<file path="config.mk">
export PLATFORM = sky130hd
export DESIGN_NAME = shift_ring_counter
export DESIGN_NICKNAME = d
export VERILOG_FILES = /design/src/rtl/shift_ring_counter.sv
export SDC_FILE = /design/constraint.sdc
export NUM_CORES = 1
export LEC_CHECK = 0
export ABC_AREA = 1
export CAP_MARGIN = 25
export CORE_AREA = 2 2 39 41
export CTS_CLUSTER_SIZE = 30
export DETAILED_ROUTE_END_ITERATION = 10
export DIE_AREA = 0 0 41 43
export GPL_ROUTABILITY_DRIVEN = 0
export MAX_ROUTING_LAYER = met4
export PLACE_DENSITY = 0.74
export SYNTH_ARGS = -nofsm -noshare
export SYNTH_HDL_FRONTEND = slang
export SYNTH_SLANG_ARGS = --single-unit
export TNS_END_PERCENT = 20
</file>
<file path="constraint.sdc">
create_clock -name clk -period 4.2 [get_ports clk]
set_input_delay 0.63 -clock clk [delete_from_list [all_inputs] [get_ports clk]]
set_output_delay 0.63 -clock clk [all_outputs]
set_load 0.005 [all_outputs]
</file>
<file path="src/rtl/shift_ring_counter.sv">
// rtl/shift_ring_counter.sv - ring / Johnson shift counter with load, direction and terminal count
// Define SHIFT_RING_COUNTER_SELFCORRECT_EN to decode illegal states and recover to the start state.
module shift_ring_counter #(
  parameter int WIDTH = 4
) (
  input  logic             clk,
  input  logic             clr_n,
  input  logic             en,
  input  logic             mode,
  input  logic             dir,
  input  logic             load,
  input  logic [WIDTH-1:0] load_val,
  output logic [WIDTH-1:0] Q,
  output logic             tc,
  output logic             illegal
);

  logic [WIDTH-1:0] q_q;
  logic [WIDTH-1:0] q_d;
  logic [WIDTH-1:0] shift_val;
  logic [WIDTH-1:0] start_val;
  logic [WIDTH-1:0] edges;
  logic             legal;

  always_comb begin
    start_val = mode ? '0 : WIDTH'(1);

    // Bit i marks a boundary between Q[i] and Q[i+1]; the MSB has no upper neighbour.
    edges = (q_q ^ (q_q >> 1)) & {1'b0, {(WIDTH-1){1'b1}}};
    legal = mode ? $onehot0(edges) : $onehot(q_q);

    case ({mode, dir})
      2'b00:   shift_val = {q_q[WIDTH-2:0], q_q[WIDTH-1]};
      2'b01:   shift_val = {q_q[0], q_q[WIDTH-1:1]};
      2'b10:   shift_val = {q_q[WIDTH-2:0], ~q_q[WIDTH-1]};
      default: shift_val = {~q_q[0], q_q[WIDTH-1:1]};
    endcase

    tc = clr_n & en & ~load & legal & (shift_val == start_val);

`ifdef SHIFT_RING_COUNTER_SELFCORRECT_EN
    illegal = ~legal;
`else
    illegal = 1'b0;
`endif

    q_d = q_q;
    if (load) begin
      q_d = load_val;
    end else if (en) begin
      q_d = shift_val;
      // An empty ring would rotate zeros forever, so it is always seeded.
      if (!mode && q_q == '0) q_d = start_val;
`ifdef SHIFT_RING_COUNTER_SELFCORRECT_EN
      if (!legal) q_d = start_val;
`endif
    end
  end

  always_ff @(posedge clk or negedge clr_n) begin
    if (!clr_n) q_q <= '0;
    else        q_q <= q_d;
  end

  assign Q = q_q;

endmodule
</file>
Word-level counts from Yosys, hierarchy flattened. Cells that the tools add are included. Widths: inputs -> output; s select.

Add/subtract/negate cells: 5. $lt $le $gt $ge: 1. Equality and inequality tests: 4. Mux-type cells: 6. Bitwise operators: 8. Reductions and logical operators: 5.

Operators with widths (number): $mux 4 (3); $pmux 4 s3 (1); $add 1x1->2 (3); $and 1x1->1 (4); $eq 4x1->1 (1); $logic_not 4->1 (1); $add 2x1->3 (1); $add 2x2->3 (1); $eq 3x1->1 const B (1); $le 3x1->1 const B (1); $not 1->1 (3); $xor 3x3->3 (1); $eq 2x1->1 const B (1); $eq 2x2->1 const B (1); $logic_not 2->1 (1); $mux 1 (2); $reduce_bool 2->1 (1); $logic_and 1x1->1 (1); $logic_not 1->1 (1).

Bits in registers: 4. Input bits: 10. Output and inout port bits: 6. Word-level logic and storage cells: 30.

Longest topological paths before layout. Gate-level depths: netlist of run 1.

Depth in word-level cells: 7. Gate-level depth with buffers: 12. Depth with buffers taken out: 12.

Least setup slack after synthesis of run 1. No wires, ideal clock.

Kind: register to output. From: register q_q[0] (netlist: Q[0]). To: output port tc. Arrival: 1856 ps. Data required time: 3570 ps. Slack: 1714 ps. Cell stages (with the launch flop): 13. Buffers on the path: 0. Path through: dfrtp_1 -> inv_1 -> fa_1 -> inv_1 -> ha_1 -> ha_1 -> inv_1 -> nand3_1 -> nand2_1 -> nand3_1 -> nor2_1 -> nand2_1 -> inv_1.

Word-level cells in the longest chain between the ends: 7. Elaborated cells on any way between the ends: 13. Classes of those cells: add/sub: 4; order compare: 1; eq/ne: 2; mux: 2; bitwise: 4.

RTL lines: start, declared (line 18) `logic [WIDTH-1:0] q_q;`; start signal, assigned (line 62) `else q_q <= q_d;`; $xor 3x3->3 (line 29) `edges = (q_q ^ (q_q >> 1)) & {1'b0, {(WIDTH-1){1'b1}}};`; $add 1x1->2 (not written as such) (line 30) `legal = mode ? $onehot0(edges) : $onehot(q_q);`; $add 2x1->3 (not written as such) (line 30); $le 3x1->1 (not written as such) (line 30); $mux 1 (line 30); $and 1x1->1 (line 39) `tc = clr_n & en & ~load & legal & (shift_val == start_val);`; $and 1x1->1 (*) (line 39); end, declared (line 14) `output logic tc,`.

Mark *: on every way between the ends. The rest lies on a longest branch, timed or not.

Final worst setup path of run 1.
From: register q_q[1] (netlist: Q[1]). To: output port tc.

The elaborated chain is that of the path after synthesis.

==> run summary, run 1 <==
Setup violators final - 0
Share of cells above drive strength 1 - 6.67%
CTS tree - yes
Die width - 41 µm
Ys flop type - dfrtp_1
Max-slew violation count - 0
Worst setup EP type - output pin
Root Driver - clkbuf_4
Sw frac - 35.1%
Starting density of the core - 33.1%
Post-synth top cells - nand2_1, inv_1, nor2_1
FF+latch count, synth - 4
Layout Skew - 0.120 ps
Critical Path RT - 3570 ps
Max Cap Viol - 0
Path type of the worst setup path - register to output pin
I/O Buffers - 14
Top-count cell post-synth - nand2_1
Area grow syn2layout - 38.3%
DRT Wirelength - 1050 µm
FP Rows - 14
Fmax - 0.300 GHz
Sum Neg Setup Slack - 0 ps
Leakage - 0.339 nW
EDFF count, synth - 0
Mean area per synthesized cell - 6.19 µm²
R2R Setup Slk - 2840 ps
Final-report hold violation count - 0
Number of global-route vias before repair - 495
Clk pin slew, worst setup/hold paths - 30 ps
Max rail drop VDD - 0.000144 V
Final HPWL DP - 859 µm
DR vias - 514
Die ar. - 1760 µm²
Drt via density - 4.85
Main area contributors after synthesis - nand2_1, dfrtp_1, ha_1, inv_1, nand3_1
Power per cell area - 275 nW/µm²
Core ar. - 1380 µm²
Fraction of registers with async set/reset - 100%
GR Overflow Total - 0
N_diodes - 0
Clk Latency, worst-skew pair - 230 ps
Comb power frac - 44.7%
DRC - 0
Final #Nets - 108
Tmin final - 3340 ps
ANT nets after route - 0
Yosys top cell by area - nand2_1
Final instance area - 633 µm²
CP Launch Type - register
Hold_buf cts - 0
DR iter-0 viols - 11
RSZ-0062 raised after global routing - no
Synth Net Count - 90
Sw power - 0.0000610 W
Mapped Cells - 74
Post-synth top area share - 22.1%
Mapped Area - 458 µm²
I/O pin count - 16
Initial antenna violation count - 0
Wire length of the first global-routing pass - 1860 µm
CP Max Fanout - 6
Die height - 43 µm
Post-DP Area - 611 µm²
CTS Buf Count - 3
Routed len/inst - 9.92 µm
Clk buf depth - 2
H-tree Lvls - 1
Min Hold Slack - 578 ps
Sequential share of power - 29.1%
Tcrit/Tclk final - 79.4%
Synth Warn # - 0
Clock sinks - 4
Seq/Total Area, Yosys - 21.9%
Setup repair bufs after CTS - 0
Number of flip-flops in the largest register - 4
Worst hold path class - register to register
Core Util, Final - 45.8%
# fillers - 154
Drt first pass iters - 4
Cell variety after synth - 15
Largest net degree at the start of global routing - 8
Worst slack, placed - 1100 ps
Clock power share - 26.2%
P_int - 0.000113 W
Status - finished clean
GRT Util Overall - 15.0%
Fin worst setup slack - 865 ps
PostCTS Resize Cnt - 0
CP arrival - 2710 ps
## cell usage in the layout, fill, tap and decap left out
| cell type | count |
|---|---|
| nand3_1 | 7 |
| ha_1 | 5 |
| o21ai_0 | 2 |
| a21oi_1 | 1 |
| inv_2 | 2 |
| clkbuf_4 | 3 |
| fa_1 | 1 |
| inv_1 | 10 |
| dfrtp_1 | 4 |
| a31oi_2 | 1 |
| nor2_1 | 9 |
| nand2_1 | 27 |
| conb_1 | 1 |
| or2_0 | 1 |
| a22oi_1 | 2 |
| clkdlybuf4s50_1 | 14 |
## cells by family after synthesis
| kind of cell | after synthesis | share of synthesized area [%] |
|---|---|---|
| fa+ha+maj | 6 | 18.0 |
| flops | 4 | 21.9 |
| buf+inv | 13 | 11.5 |
| other cells | 1 | 0.819 |
| simple gates | 44 | 38.5 |
| compound gates | 6 | 9.29 |
## final timing paths
| check | endpoint | cells after the start | startpoint |
|---|---|---|---|
| setup reg to reg | Q[1] | 5 | Q[1] |
| setup / recovery | tc | 13 | Q[1] |
| hold reg to reg | Q[0] | 2 | Q[0] |
| hold / removal | Q[0] | 2 | Q[0] |
| min in group asynchronous | Q[3] | 1 | clr_n |
| max in group asynchronous | Q[1] | 1 | clr_n |
## per-layer routing
metal	vias up	wire length, µm	share of wire, %	global-route usage [%]
met5	-	0	0	-
met1	228	461	44	19.0
met4	0	0	0	4.00
met2	24	517	49	24.4
met3	0	72	6.8	1.57
li1	262	-	-	-
## stage by stage
step | cells | total power [W]
after CTS | 106 | 0.000177
after detailed placement | 103 | 0.000129
after global routing | 106 | 0.000195
after floorplan | 74 | 0.0000971
after global placement | 103 | 0.000127
final | 106 | 0.000174
## power by group through the flow
stage / clock network, W / logic, W / registers [W]
floorplan: 0 / 0.0000476 / 0.0000495
global placement: 0 / 0.0000763 / 0.0000508
detailed placement: 0 / 0.0000781 / 0.0000507
CTS: 0.0000483 / 0.0000788 / 0.0000503
global route: 0.0000505 / 0.0000932 / 0.0000513
finish: 0.0000456 / 0.0000777 / 0.0000506
## area by class of cell
class,count,area (µm²),share of cell area (%)
well taps,16,20.0,3.16
repair buffers,14,140,22.1
flip-flops and latches,4,100,15.8
clock buffers,3,22.5,3.56
multi-input cells,57,305,48.2
inverters,12,45.0,7.11
## worst max-delay path, stage by stage, from the launching register on
cell,delay [ps]
dfrtp_1,430
inv_1,120
fa_1,510
inv_1,50
ha_1,170
ha_1,270
inv_1,60
nand3_1,70
nand2_1,60
nand3_1,60
nor2_1,90
nand2_1,50
inv_1,50
clkdlybuf4s50_1,480
(Power assumes the default switching activity.)
==> run 2: changes to the inputs <==
Settings changed: PLACE_DENSITY 0.74 to 0.76.
Clock period 4.2 ns to 2.8 ns, I/O delays scaled along.
==> run summary, run 2 (synthesis results as in run 1) <==
Status - finished clean
Die ar. - 1760 µm²
Number of flip-flops in the largest register - 4
N_diodes - 0
Starting density of the core - 33.1%
Layout Skew - 1.35 ps
Crit-path cells - inv_2 > fa_1 > inv_1 > ha_1 > ha_1 > inv_1 > nand3_1 > nand2_1 > nand3_1 > nor2_1 > nand2_1 > inv_1 > clkbuf_2
Critical Path RT - 2380 ps
Drt first pass iters - 4
I/O Buffers - 14
Post-Layout Cell Count - 112
Clk buf depth - 2
CP Launch Type - register
Max Cap Viol - 0
Number of global-route vias before repair - 469
Most frequent cells in the layout - nand2_1, clkdlybuf4s50_1, inv_1, nor2_1, nand3_1
Power per cell area - 416 nW/µm²
GR Overflow Total - 0
RSZ-0062 raised after global routing - no
Critical Path Max Stage Delay - 530 ps
Worst reg2reg path endpoint - Q[1]
CP arrival - 2180 ps
Routed len/inst - 10.1 µm
Core Util, Final - 48.6%
Max-slew violation count - 0
Most common cell after layout, fill and taps aside - nand2_1
Leakage - 0.368 nW
Clock sinks - 4
CTS tree - yes
Die width - 41 µm
Worst hold path class - input pin to async pin
Area grow syn2layout - 47.0%
Core ar. - 1380 µm²
Most used cell, CP - inv_1
Setup repair bufs after CTS - 0
DRC - 0
# fillers - 143
Largest net degree at the start of global routing - 8
Initial antenna violation count - 0
Path type of the worst setup path - register to output pin
R2R Setup Slk - 1410 ps
Placed Cells - 109
Master of the slowest instance on the critical path - fa_1
Tmin final - 2600 ps
Reg2reg path depth - 5
Hold_buf cts - 0
CTS Buf Count - 3
CP bufs+invs - 5
Final #Nets - 114
Clk Latency, worst-skew pair - 230 ps
Max rail drop VDD - 0.000180 V
Crit-path leading delay family - adder cells
Die height - 43 µm
Root Driver - clkbuf_4
DR iter-0 viols - 10
I/O pin count - 16
DR vias - 538
CP Max Fanout - 2
Wire length of the first global-routing pass - 1730 µm
Tcrit/Tclk final - 93.0%
Fmax - 0.384 GHz
Sum Neg Setup Slack - 0 ps
Clk pin slew, worst setup/hold paths - 40 ps
Share of cells above drive strength 1 - 14.6%
FP Rows - 14
Final HPWL DP - 935 µm
GRT Util Overall - 14.9%
Worst setup EP type - output pin
Final-report hold violation count - 0
H-tree Lvls - 1
Setup violators final - 0
Drt via density - 4.80
ANT nets after route - 0
DRT Wirelength - 1130 µm
Reg2Reg Launch Point - Q[2]
run 2: cell count changes in the layout (fill, tap and decap cells not counted), sizes merged:
cell / delta
buf: +6
clkbuf: +1
clkdlybuf4s50: -1
run 2: worst max path at each step:
stage               startpoint  endpoint  slack, ps  depth (start not counted)
finish                    Q[0]        tc        200                         13
global route              Q[0]        tc         80                         13
CTS                       Q[0]        tc         20                         13
detailed placement        Q[0]        tc         10                         13
global placement          Q[0]        tc         40                         13
floorplan                 Q[0]        tc        520                         12
run 2: repair_timing:
item / CTS / global route
gates resized for setup: 2 / 2
endpoints found under the setup margin: 1 / 1
pin swaps: 1 / 1
run 2: where the power goes:
part	internal, W	switching, W	total, W
clock network	0.0000478	0.0000214	0.0000692
logic	0.0000695	0.0000698	0.000139
registers	0.0000649	0.00000629	0.0000712
run 2: layer usage:
layer,up-vias,share of wire (%),GRT usage [%]
met5,-,0,-
met4,0,1.7,10.0
met3,2,7.2,1.57
met2,23,49,24.1
met1,239,42,16.0
li1,274,-,-
run 2: cell type report:
class,count,area (µm²),area share (%)
flip-flops and latches,4,100,14.9
well taps,16,20.0,2.97
clock buffers,3,22.5,3.35
multi-input cells,57,305,45.4
inverters,12,45.0,6.69
repair buffers,20,180,26.8
run 2: metrics by stage:
stage          total power [W]  cell area [µm²]  hold slack, ps  setup WS [ps]
2_1_floorplan         0.000146              458             124            524
4_1_cts               0.000283              677             395           24.1
3_3_place_gp          0.000204              656             604           41.5
3_5_place_dp          0.000210              656             613           13.5
6_report              0.000280              673             399            196
5_1_grt               0.000306              673             404           77.1
==> run 3: changes to the inputs <==
Settings changed: RECOVER_POWER set to 50.
==> run summary, run 3 (synthesis results as in run 1) <==
Hold_buf cts - 0
Clock sinks - 4
CP arrival - 2180 ps
Worst hold path class - input pin to async pin
DRC - 0
RSZ-0062 raised after global routing - no
Max Cap Viol - 0
Max-slew violation count - 0
Drt first pass iters - 4
Core ar. - 1380 µm²
Final HPWL DP - 935 µm
Clk Latency, worst-skew pair - 230 ps
Max rail drop VDD - 0.000179 V
CP Max Fanout - 2
GRT Util Overall - 14.9%
Most frequent cells in the layout - nand2_1, clkdlybuf4s50_1, inv_1, nor2_1, nand3_1
Most used cell, CP - inv_1
CP bufs+invs - 5
FP Rows - 14
DR vias - 532
Tcrit/Tclk final - 93.0%
Die width - 41 µm
Critical Path Max Stage Delay - 530 ps
Layout Skew - 1.35 ps
Tmin final - 2600 ps
Most common cell after layout, fill and taps aside - nand2_1
Die ar. - 1760 µm²
DRT Wirelength - 1120 µm
Path type of the worst setup path - register to output pin
CTS Buf Count - 3
Initial antenna violation count - 0
Drt via density - 4.75
Worst setup EP type - output pin
Placed Cells - 109
Clk buf depth - 2
Final instance area - 667 µm²
Status - finished clean
Routed len/inst - 10.0 µm
Core Util, Final - 48.2%
Final #Nets - 114
Number of flip-flops in the largest register - 4
Crit-path leading delay family - adder cells
Master of the slowest instance on the critical path - fa_1
Crit-path cells - inv_2 > fa_1 > inv_1 > ha_1 > ha_1 > inv_1 > nand3_1 > nand2_1 > nand3_1 > nor2_1 > nand2_1 > inv_1 > clkbuf_2
Share of cells above drive strength 1 - 13.5%
Starting density of the core - 33.1%
FF/Latch Area - 100 µm²
# fillers - 145
CTS tree - yes
Fmax - 0.384 GHz
Clk pin slew, worst setup/hold paths - 40 ps
ANT nets after route - 0
Largest net degree at the start of global routing - 8
Sum Neg Setup Slack - 0 ps
H-tree Lvls - 1
Final-report hold violation count - 0
Die height - 43 µm
Post-Layout Cell Count - 112
Number of global-route vias before repair - 469
N_diodes - 0
Area grow syn2layout - 45.6%
DR iter-0 viols - 10
Setup violators final - 0
GR Overflow Total - 0
I/O pin count - 16
Power per cell area - 416 nW/µm²
Leakage - 0.368 nW
CP Launch Type - register
Post-DP Area - 656 µm²
Root Driver - clkbuf_4
I/O Buffers - 14
Wire length of the first global-routing pass - 1730 µm
Area of the multi-input gates - 299 µm²
Critical Path RT - 2380 ps
==> run 3: path summary, 6_finish.rpt <==
| path | start | endpoint | slack [ps] | cells past startpoint |
|---|---|---|---|---|
| min | clr_n | Q[3] | 470 | 1 |
| max | Q[0] | tc | 200 | 13 |
| min in group clk | Q[3] | Q[3] | 630 | 3 |
| max in group asynchronous | clr_n | Q[1] | 2150 | 1 |
| min reg2reg | Q[3] | Q[3] | 630 | 3 |
| max reg2reg | Q[2] | Q[1] | 1330 | 5 |
==> run 3: layout make-up <==
type                       instances  area share [%]
inverter                          12            6.75
tap                               16            3.00
multi-input combinational         57            44.8
clock buffer                       3            3.38
sequential                         4            15.0
timing repair buffer              20            27.0
==> run 3: timing repair <==
item                       4_1_cts  5_1_grt
gates resized for setup          2        2
setup buffers                    0        0
setup endpoints to repair        1        1
pin swaps                        1        1
==> run 3: worst register-to-register path, delay by kind of cell, from the launching register on <==
kind,cells,cell delay (ps)
compound gates,2,530
fa+ha+maj,1,210
buf+inv,1,100
simple gates,1,80
flops,1,450
==> run 3: metrics by stage <==
stage / total power [W] / worst slack [ps] / hold WS, ps
after floorplan: 0.000146 / 524 / 124
after global placement: 0.000204 / 41.5 / 604
after detailed placement: 0.000210 / 13.5 / 613
after CTS: 0.000283 / 24.1 / 395
after global routing: 0.000305 / 77.2 / 475
final: 0.000278 / 197 / 469
==> run 3: metal layers <==
layer / vias up / routed length (µm) / global-route usage (%)
met2: 22 / 554 / 24.1
met4: 0 / 19 / 10.0
met5: - / 0 / -
met1: 234 / 470 / 16.0
met3: 2 / 79 / 1.57
li1: 274 / - / -
==> run 3: report_power, final <==
group	switching (W)	internal (W)	total, W
sequential	0.00000624	0.0000649	0.0000711
combinational	0.0000689	0.0000685	0.000137
clock	0.0000214	0.0000478	0.0000692
total	0.0000965	0.000181	0.000278
